`src/rtl/tft_region_scheduler_if.sv`:
```
// Bundle of request, pixel and SPI byte-stream signals for tft_region_scheduler.
// master = scheduler side, slave = display clients plus downstream SPI byte master.
interface tft_region_scheduler_if #(
    parameter int unsigned NUM_REQ = 2
) ();
    logic [NUM_REQ-1:0]    req_i;
    logic [NUM_REQ*9-1:0]  x0_i;
    logic [NUM_REQ*9-1:0]  x1_i;
    logic [NUM_REQ*9-1:0]  y0_i;
    logic [NUM_REQ*9-1:0]  y1_i;
    logic [NUM_REQ-1:0]    pix_valid_i;
    logic [NUM_REQ*16-1:0] pix_data_i;
    logic [NUM_REQ-1:0]    pix_ready_o;
    logic [NUM_REQ-1:0]    gnt_o;
    logic [NUM_REQ-1:0]    done_o;
    logic [NUM_REQ-1:0]    err_o;
    logic                  busy_o;
    logic                  out_valid_o;
    logic                  out_ready_i;
    logic [7:0]            out_byte_o;
    logic                  out_dc_o;

    modport master (
        input  req_i, x0_i, x1_i, y0_i, y1_i, pix_valid_i, pix_data_i, out_ready_i,
        output pix_ready_o, gnt_o, done_o, err_o, busy_o, out_valid_o, out_byte_o, out_dc_o
    );

    modport slave (
        output req_i, x0_i, x1_i, y0_i, y1_i, pix_valid_i, pix_data_i, out_ready_i,
        input  pix_ready_o, gnt_o, done_o, err_o, busy_o, out_valid_o, out_byte_o, out_dc_o
    );
endinterface

```
`src/rtl/tft_region_scheduler.sv`:
```
// Round-robin scheduler sharing one ILI9341 byte stream among NUM_REQ region writers.
// Optional pixel-stall timeout: define TFT_SCHED_TIMEOUT_EN.
module tft_region_scheduler #(
    parameter int unsigned NUM_REQ       = 2,
    parameter int unsigned COLS          = 240,
    parameter int unsigned ROWS          = 320,
    parameter int unsigned TIMEOUT_TICKS = 1000000
) (
    input logic                     CLK_I,
    input logic                     RST_I,
    tft_region_scheduler_if.master  bus
);
    localparam int unsigned IW     = (NUM_REQ > 1) ? $clog2(NUM_REQ) : 1;
    localparam logic [9:0]  COLS_L = 10'(COLS);
    localparam logic [9:0]  ROWS_L = 10'(ROWS);

    typedef enum logic [3:0] {
        IDLE, ARB, CHECK, CMD_CASET, ARG_X, CMD_PASET, ARG_Y,
        CMD_RAMWR, PIX_WAIT, PIX_HI, PIX_LO, FINISH
    } state_t;

    state_t             state_q, state_d;
    logic [NUM_REQ-1:0] gnt_q, gnt_d;
    logic [IW-1:0]      gidx_q, gidx_d;
    logic [IW-1:0]      ptr_q, ptr_d;
    logic [8:0]         cx0_q, cx0_d, cx1_q, cx1_d, cy0_q, cy0_d, cy1_q, cy1_d;
    logic [16:0]        npix_q, npix_d;
    logic [15:0]        word_q, word_d;
    logic [1:0]         idx_q, idx_d;
    logic               err_q, err_d;
`ifdef TFT_SCHED_TIMEOUT_EN
    logic [19:0]        to_cnt_q, to_cnt_d;
`endif

    logic               out_valid, out_dc;
    logic [7:0]         out_byte;
    logic [NUM_REQ-1:0] pix_ready, done, err;
    logic [NUM_REQ-1:0] rbits;
    logic               found;
    logic [IW-1:0]      win;
    int unsigned        cand, gsel;
    logic [9:0]         w10, h10;
    logic               bad;

    function automatic logic [7:0] arg_byte(input logic [8:0] c0, input logic [8:0] c1,
                                            input logic [1:0] i);
        case (i)
            2'd0:    arg_byte = {7'b0, c0[8]};
            2'd1:    arg_byte = c0[7:0];
            2'd2:    arg_byte = {7'b0, c1[8]};
            default: arg_byte = c1[7:0];
        endcase
    endfunction

    always_comb begin
        state_d   = state_q;
        gnt_d     = gnt_q;
        gidx_d    = gidx_q;
        ptr_d     = ptr_q;
        cx0_d     = cx0_q;
        cx1_d     = cx1_q;
        cy0_d     = cy0_q;
        cy1_d     = cy1_q;
        npix_d    = npix_q;
        word_d    = word_q;
        idx_d     = idx_q;
        err_d     = err_q;
`ifdef TFT_SCHED_TIMEOUT_EN
        to_cnt_d  = '0;
`endif
        out_valid = 1'b0;
        out_byte  = '0;
        out_dc    = 1'b0;
        pix_ready = '0;
        done      = '0;
        err       = '0;
        rbits     = '0;
        found     = 1'b0;
        win       = '0;
        cand      = 0;
        gsel      = 32'(gidx_q);
        w10       = {1'b0, cx1_q} - {1'b0, cx0_q} + 10'd1;
        h10       = {1'b0, cy1_q} - {1'b0, cy0_q} + 10'd1;
        bad       = (cx0_q > cx1_q) || (cy0_q > cy1_q) ||
                    ({1'b0, cx1_q} >= COLS_L) || ({1'b0, cy1_q} >= ROWS_L);

        case (state_q)
            IDLE: begin
                // First requester at or after the pointer, wrapping around.
                for (int unsigned k = 0; k < NUM_REQ; k++) begin
                    cand = 32'(ptr_q) + k;
                    if (cand >= NUM_REQ) cand = cand - NUM_REQ;
                    rbits = bus.req_i >> cand;
                    if (!found && rbits[0]) begin
                        found = 1'b1;
                        win   = IW'(cand);
                    end
                end
                if (found) begin
                    gidx_d  = win;
                    gnt_d   = NUM_REQ'(1) << win;
                    err_d   = 1'b0;
                    state_d = ARB;
                end
            end
            ARB: begin
                cx0_d   = 9'(bus.x0_i >> (9 * gsel));
                cx1_d   = 9'(bus.x1_i >> (9 * gsel));
                cy0_d   = 9'(bus.y0_i >> (9 * gsel));
                cy1_d   = 9'(bus.y1_i >> (9 * gsel));
                state_d = CHECK;
            end
            CHECK: begin
                if (bad) begin
                    err_d   = 1'b1;
                    state_d = FINISH;
                end else begin
                    npix_d  = {7'b0, w10} * {7'b0, h10};
                    state_d = CMD_CASET;
                end
            end
            CMD_CASET, CMD_PASET, CMD_RAMWR: begin
                out_valid = 1'b1;
                out_byte  = (state_q == CMD_CASET) ? 8'h2A :
                            (state_q == CMD_PASET) ? 8'h2B : 8'h2C;
                if (bus.out_ready_i) begin
                    idx_d   = '0;
                    state_d = (state_q == CMD_CASET) ? ARG_X :
                              (state_q == CMD_PASET) ? ARG_Y : PIX_WAIT;
                end
            end
            ARG_X, ARG_Y: begin
                out_valid = 1'b1;
                out_dc    = 1'b1;
                out_byte  = (state_q == ARG_X) ? arg_byte(cx0_q, cx1_q, idx_q)
                                               : arg_byte(cy0_q, cy1_q, idx_q);
                if (bus.out_ready_i) begin
                    idx_d = idx_q + 2'd1;
                    if (idx_q == 2'd3) state_d = (state_q == ARG_X) ? CMD_PASET : CMD_RAMWR;
                end
            end
            PIX_WAIT: begin
                pix_ready = gnt_q;
                rbits     = bus.pix_valid_i >> gsel;
                if (rbits[0]) begin
                    word_d  = 16'(bus.pix_data_i >> (16 * gsel));
                    state_d = PIX_HI;
                end
`ifdef TFT_SCHED_TIMEOUT_EN
                else if (32'(to_cnt_q) + 1 >= TIMEOUT_TICKS) begin
                    err_d   = 1'b1;
                    state_d = FINISH;
                end else begin
                    to_cnt_d = to_cnt_q + 20'd1;
                end
`endif
            end
            PIX_HI: begin
                out_valid = 1'b1;
                out_dc    = 1'b1;
                out_byte  = word_q[15:8];
                if (bus.out_ready_i) state_d = PIX_LO;
            end
            PIX_LO: begin
                out_valid = 1'b1;
                out_dc    = 1'b1;
                out_byte  = word_q[7:0];
                if (bus.out_ready_i) begin
                    npix_d  = npix_q - 17'd1;
                    state_d = (npix_q == 17'd1) ? FINISH : PIX_WAIT;
                end
            end
            FINISH: begin
                done    = gnt_q;
                err     = err_q ? gnt_q : '0;
                ptr_d   = (32'(gidx_q) + 1 >= NUM_REQ) ? '0 : gidx_q + IW'(1);
                gnt_d   = '0;
                err_d   = 1'b0;
                state_d = IDLE;
            end
            default: state_d = IDLE;
        endcase
    end

    always_ff @(posedge CLK_I or negedge RST_I) begin
        if (!RST_I) begin
            state_q  <= IDLE;
            gnt_q    <= '0;
            gidx_q   <= '0;
            ptr_q    <= '0;
            cx0_q    <= '0;
            cx1_q    <= '0;
            cy0_q    <= '0;
            cy1_q    <= '0;
            npix_q   <= '0;
            word_q   <= '0;
            idx_q    <= '0;
            err_q    <= 1'b0;
`ifdef TFT_SCHED_TIMEOUT_EN
            to_cnt_q <= '0;
`endif
        end else begin
            state_q  <= state_d;
            gnt_q    <= gnt_d;
            gidx_q   <= gidx_d;
            ptr_q    <= ptr_d;
            cx0_q    <= cx0_d;
            cx1_q    <= cx1_d;
            cy0_q    <= cy0_d;
            cy1_q    <= cy1_d;
            npix_q   <= npix_d;
            word_q   <= word_d;
            idx_q    <= idx_d;
            err_q    <= err_d;
`ifdef TFT_SCHED_TIMEOUT_EN
            to_cnt_q <= to_cnt_d;
`endif
        end
    end

    assign bus.out_valid_o = out_valid;
    assign bus.out_byte_o  = out_byte;
    assign bus.out_dc_o    = out_dc;
    assign bus.pix_ready_o = pix_ready;
    assign bus.gnt_o       = gnt_q;
    assign bus.done_o      = done;
    assign bus.err_o       = err;
    assign bus.busy_o      = (state_q != IDLE);
endmodule
```
`src/flat_wrapper.sv`:
```
// flat-port wrapper written by rule: the top's interface ports become plain ports
module tft_region_scheduler_flat 
#(
    parameter int unsigned NUM_REQ       = 2,
    parameter int unsigned COLS          = 240,
    parameter int unsigned ROWS          = 320,
    parameter int unsigned TIMEOUT_TICKS = 1000000
)
  (CLK_I, RST_I, bus_req_i, bus_x0_i, bus_x1_i, bus_y0_i, bus_y1_i, bus_pix_valid_i, bus_pix_data_i, bus_out_ready_i, bus_pix_ready_o, bus_gnt_o, bus_done_o, bus_err_o, bus_busy_o, bus_out_valid_o, bus_out_byte_o, bus_out_dc_o);
  tft_region_scheduler_if #(.NUM_REQ(NUM_REQ)) bus_i ();
  input logic CLK_I;
  input logic RST_I;
  input wire logic [$bits(bus_i.req_i)-1:0] bus_req_i;
  input wire logic [$bits(bus_i.x0_i)-1:0] bus_x0_i;
  input wire logic [$bits(bus_i.x1_i)-1:0] bus_x1_i;
  input wire logic [$bits(bus_i.y0_i)-1:0] bus_y0_i;
  input wire logic [$bits(bus_i.y1_i)-1:0] bus_y1_i;
  input wire logic [$bits(bus_i.pix_valid_i)-1:0] bus_pix_valid_i;
  input wire logic [$bits(bus_i.pix_data_i)-1:0] bus_pix_data_i;
  input wire logic [$bits(bus_i.out_ready_i)-1:0] bus_out_ready_i;
  output wire logic [$bits(bus_i.pix_ready_o)-1:0] bus_pix_ready_o;
  output wire logic [$bits(bus_i.gnt_o)-1:0] bus_gnt_o;
  output wire logic [$bits(bus_i.done_o)-1:0] bus_done_o;
  output wire logic [$bits(bus_i.err_o)-1:0] bus_err_o;
  output wire logic [$bits(bus_i.busy_o)-1:0] bus_busy_o;
  output wire logic [$bits(bus_i.out_valid_o)-1:0] bus_out_valid_o;
  output wire logic [$bits(bus_i.out_byte_o)-1:0] bus_out_byte_o;
  output wire logic [$bits(bus_i.out_dc_o)-1:0] bus_out_dc_o;
  assign bus_i.req_i = bus_req_i;
  assign bus_i.x0_i = bus_x0_i;
  assign bus_i.x1_i = bus_x1_i;
  assign bus_i.y0_i = bus_y0_i;
  assign bus_i.y1_i = bus_y1_i;
  assign bus_i.pix_valid_i = bus_pix_valid_i;
  assign bus_i.pix_data_i = bus_pix_data_i;
  assign bus_i.out_ready_i = bus_out_ready_i;
  assign bus_pix_ready_o = bus_i.pix_ready_o;
  assign bus_gnt_o = bus_i.gnt_o;
  assign bus_done_o = bus_i.done_o;
  assign bus_err_o = bus_i.err_o;
  assign bus_busy_o = bus_i.busy_o;
  assign bus_out_valid_o = bus_i.out_valid_o;
  assign bus_out_byte_o = bus_i.out_byte_o;
  assign bus_out_dc_o = bus_i.out_dc_o;
  tft_region_scheduler #(.NUM_REQ(NUM_REQ), .COLS(COLS), .ROWS(ROWS), .TIMEOUT_TICKS(TIMEOUT_TICKS)) u_core (.CLK_I(CLK_I), .RST_I(RST_I), .bus(bus_i));
endmodule
```
`config.mk`:
```
export PLATFORM = sky130hd
export DESIGN_NAME = tft_region_scheduler_flat
export DESIGN_NICKNAME = d
export VERILOG_FILES = /design/src/rtl/tft_region_scheduler_if.sv /design/src/rtl/tft_region_scheduler.sv /design/src/flat_wrapper.sv
export SDC_FILE = /design/constraint.sdc
export NUM_CORES = 1
export LEC_CHECK = 0
export ABC_AREA = 1
export CAP_MARGIN = 10
export CORE_UTILIZATION = 30
export DETAILED_ROUTE_END_ITERATION = 12
export HOLD_SLACK_MARGIN = 0.05
export PLACE_DENSITY = 0.47
export SKIP_LAST_GASP = 1
export SLEW_MARGIN = 20
export SYNTH_ARGS = -nofsm -noshare
export SYNTH_HDL_FRONTEND = slang
export SYNTH_SLANG_ARGS = --single-unit
```
`constraint.sdc`:
```
create_clock -name CLK_I -period 8.9 [get_ports CLK_I]
set_input_delay 1.335 -clock CLK_I [delete_from_list [all_inputs] [get_ports CLK_I]]
set_output_delay 1.335 -clock CLK_I [all_outputs]
set_load 0.01 [all_outputs]
```
* Yosys cells after proc, flatten, opt, wreduce, memory -nomap -nowiden *
Index checks and enable logic that the tools add are counted.

word-level totals
  bits in registers = 80
  bits in latches = 0
  RAM bits = 0
  memory bits (read-only) = 0
  input port bits = 111
  word-level logic and storage cells = 136
  memories = 0

operators by class
  add/subtract/negate cells = 11
  multiply operators = 2
  div/mod/pow operators = 0
  magnitude comparators = 7
  equality and inequality tests = 24
  shift-type cells = 9
  multiplexer cells = 48
  bitwise operators = 0
  reduce and logical (&&, ||, !) cells = 23

operator list
  kind                   count
  $mux 32                4
  $shr 18x5->9           4
  $ge 32x2->1 const B    2
  $shr 2x32->1           2
  $pmux 8 s3             2
  $mux 4                 10
  $mux 17                2
  $pmux 17 s2            1
  $pmux 4 s8             1
  $pmux 8 s4             1
  $shr 32x5->16          1
  $sub 32x2->32 const B  1
  $add 10x1->10 const B  2
  $sub 9x9->10           2
  $gt 9x9->1             2
  $mux 2                 9
  $eq 17x1->1 const B    1
  $mul 10x10->17         1
  $sub 17x1->17 const B  1
  $eq 4x3->1 const B     4
  $eq 4x4->1 const B     4
  $mux 8                 2
  $mux 1                 12
  $ne 2x2->1 const B     5
  other kinds (33)       48

* Depth between registers and ports, before layout *
  word-level depth = 13
  depth in mapped cells = 35

* Worst setup path after synthesis *
OpenSTA, ideal clock, no wires.

  kind = flip-flop to flip-flop
  start = register u_core.cy1_q[1]
  end = register u_core.npix_q[15]
  data arrival time = 6010 ps
  required time = 8770 ps
  setup slack = 2760 ps
  cell stages (with the launch flop) = 34
  path buffers = 0
  path through = dfrtp_1 > inv_1 > ha_1 > inv_1 > ha_1 > inv_1 > fa_1 > inv_1 > nand3_1 > nand2_1 > nand3_2 > nand3_1 > nand2_1 > inv_1 > nand2_1 > fa_1 > fa_1 > inv_1 > fa_1 > fa_1 > inv_1 > fa_1 > inv_1 > ha_1 > inv_1 > nor3_1 > nand3_1 > nand4_1 > nand2_1 > nand2_1 > a21oi_1 > and2_1 > o21ai_0 > a31oi_1

on the way
  cells in the longest elaborated chain, start to end = 6

RTL lines
  what                                                    RTL line                     text
  from (decl)                                             tft_region_scheduler.sv:26   logic [8:0] cx0_q, cx0_d, cx1_q, cx1_d, cy0_q, cy0_d, cy1_q, cy1_d;
  from (signal assigned)                                  tft_region_scheduler.sv:210  cy1_q <= cy1_d;
  branches (longest 6 deep; another with $mul 10x10->17)  n/a
  to (signal assigned)                                    tft_region_scheduler.sv:211  npix_q <= npix_d;
  to (decl)                                               tft_region_scheduler.sv:27   logic [16:0] npix_q, npix_d;

Several ways; the timed one is not identified. The select of a mux whose other input is x is not followed.
A chain may end at the register's enable or synchronous reset.

* Final worst setup path *
  start = register u_core.cy1_q[1]
  end = register u_core.npix_q[16]

Same word-level chain as after synthesis.

==> metrics <==
Setup crit end kind flip-flop; Final period util 75.2%; first-pass GRT wire length 45200 um; Critical Path Source Type flip-flop; Crit path required time 9.19 ns; Crit path top cell by count inv_1; post-synth top area cell dfrtp_1; RSZ-0062 raised after global routing false; Post-synth EDFFs 0; Final Net Count 1661; Root Buffer Master clkbuf_16; CTS resizes 0; Inserted Diodes 0; Finish-stage setup viols 0; top-area cell type share of the netlist area 21.8%; I/O pins 130; worst slew pin tran 0.871 ns; Layout Utilization 37.5%; hold bufs inserted after CTS 0; Worst Skew 0.0241 ns; Top FF cell, synth dfrtp_1; CTS Buf Count 9; DIE AREA 31300 um^2; initial antenna violation count 0; gr usage total 18.4%; gp weighted congestion 0.900; Area contributors post-synth dfrtp_1, fa_1, ha_1; syn avg cell area 7.22 um^2; DRC 0; unique cell type count in the Yosys netlist 54; R2R Setup Slk 2.21 ns; P&R area growth vs syn 22.0%; vias in the first global route 8534; final hold vios 0; outcome completed; Die X 177 um; FMAX 0.149 GHz; Min Hold Slack 0.491 ns; CP peak stage delay 0.54 ns; arrival time at the worst endpoint 6.98 ns; Final min period 6.69 ns; later-pin clock latency in the skew report 0.37 ns; Max Cap Viol 0; CTS clk-pin slew, worst paths 0.09 ns; largest net degree at the start of global routing 73; CP max stage cell fa_1; Core Region 29900 um^2; critical path class flip-flop to flip-flop; Synth warnings 0; worst min path class flip-flop to flip-flop; DR vias 8408; DP HPWL 22400 um; DP Cell Count 1768; DRT Wirelength 27700 um; share of layout cells above drive strength 1 5.38%; clock sinks 80; TNS Setup 0 ns; Slew headroom 41.9%; synthesized area 9190 um^2; Synth Instances 1273; post-synthesis sequential area ratio 21.8%; fraction of registers with async set/reset 100%; Max Slew Vio Count 0; Max Root-Sink Buffers 2; htree depth 3; vias per cell 4.71; Syn Nets 1545; CTS tree done; fin cells 1784; num rows 63; Pre-Repair DR Iteration Count 5; initial core utilization 30.8%; FF+latch count, synth 80; critical-path maximum fanout 7; WL/cell 15.5 um; DRT iter0 DRCs 381; DRT antenna net count 0; # port buffers 129; die height 177 um; Post-CTS Setup Repair Bufs 0; fillers 3157; gr ovfl total 0
==> worst paths after layout <==
| path | from | depth (start not counted) | endpoint |
|---|---|---|---|
| worst min register to register | u_core.ptr_q | 2 | u_core.ptr_q |
| min in group asynchronous | RST_I | 1 | u_core.npix_q[14] |
| worst min-delay path | u_core.ptr_q | 2 | u_core.ptr_q |
| worst max-delay path | u_core.cy1_q[1] | 33 | u_core.npix_q[16] |
| worst max register to register | u_core.cy1_q[1] | 33 | u_core.npix_q[16] |
| max in group asynchronous | RST_I | 2 | u_core.state_q[2] |
==> cells in the mapped netlist, types with 3 or more instances <==
cell type / count
a21boi_0: 3
a21oi_1: 38
a21oi_2: 3
a31oi_1: 59
buf_2: 8
clkbuf_1: 19
dfrtp_1: 80
fa_1: 64
ha_1: 97
inv_1: 221
inv_2: 10
nand2_1: 303
nand2_2: 14
nand3_1: 44
nand3_2: 6
nand4_1: 14
nor2_1: 154
nor2_2: 7
nor3_1: 8
nor4_1: 3
o211ai_1: 7
o21ai_0: 37
o21ai_1: 3
o21bai_1: 3
o22ai_1: 12
xnor2_1: 5
xor2_1: 12
==> layer usage <==
layer  part of all wire (%)  vias up  track usage [%]
met3                    5.3       22             3.84
li1                       -     4281                -
met5                      0        -                0
met2                     45      230             29.9
met1                     48     3875             24.8
met4                    1.7        0             4.49
==> registers in the layout (all words and copies together) (netlist names), 2 cells and up <==
signal            flops
u_core.cx1_q          9
u_core.state_q        4
u_core.cy0_q          9
u_core.bus.gnt_o      2
u_core.idx_q          2
u_core.npix_q        17
u_core.cx0_q          9
u_core.word_q        16
u_core.cy1_q          9
==> metrics by stage <==
| step | instance area, um^2 | setup WS, ns |
|---|---|---|
| 5_1_grt | 11200 | 1.55 |
| 3_5_place_dp | 10900 | 2.19 |
| 6_report | 11200 | 2.21 |
| 2_1_floorplan | 9190 | 2.76 |
| 3_3_place_gp | 10900 | 2.32 |
| 4_1_cts | 11200 | 2.16 |
==> cell usage in the layout, fill, tap and decap left out, types with 6 or more instances in the layout <==
cell type,n
ha_1,97
o211ai_1,7
buf_4,8
fa_1,64
clkdlybuf4s50_1,128
inv_2,10
nor2_2,7
nand3_1,44
nor2_1,153
clkbuf_16,9
nor3_1,8
o21ai_0,37
o22ai_1,12
a31oi_1,59
nand2_1,303
nand3_2,6
inv_1,221
a21oi_1,38
nand4_1,14
nand2_2,14
xor2_1,12
dfrtp_1,80
==> cell type report <==
| class | instances | area (um^2) | area share [%] |
|---|---|---|---|
| Multi-Input combinational cell | 929 | 6170 | 55.1 |
| Sequential cell | 80 | 2000 | 17.9 |
| Clock inverter | 7 | 108 | 0.960 |
| Timing Repair Buffer | 136 | 1340 | 12.0 |
| Inverter | 233 | 875 | 7.80 |
| Tap cell | 390 | 488 | 4.35 |
| Clock buffer | 9 | 225 | 2.01 |
==> kinds of logic (layout without fill, tap and decap cells) <==
| kind of cell | Yosys count | after routing | synth area share, % |
|---|---|---|---|
| compound gates | 185 | 185 | 12.3 |
| xor+xnor | 17 | 17 | 1.62 |
| fa+ha+maj | 161 | 161 | 27.1 |
| buf+inv | 264 | 385 | 11.1 |
| flops | 80 | 80 | 21.8 |
| simple gates | 566 | 566 | 26.0 |
==> worst max-delay path, delay by kind of cell, from the launching register on <==
family / cells / cell delay (ns)
adders and majority gates: 9 / 3.47
DFF: 1 / 0.39
and+or+nand+nor: 11 / 1.31
xor gates and xnor gates: 1 / 0.32
buffers and inverters: 10 / 0.89
AOI/OAI and AO/OA: 2 / 0.24
Power is left out: the tool's default activity adds up to more than one toggle a clock period on the data nets, which glitch-free logic cannot reach.
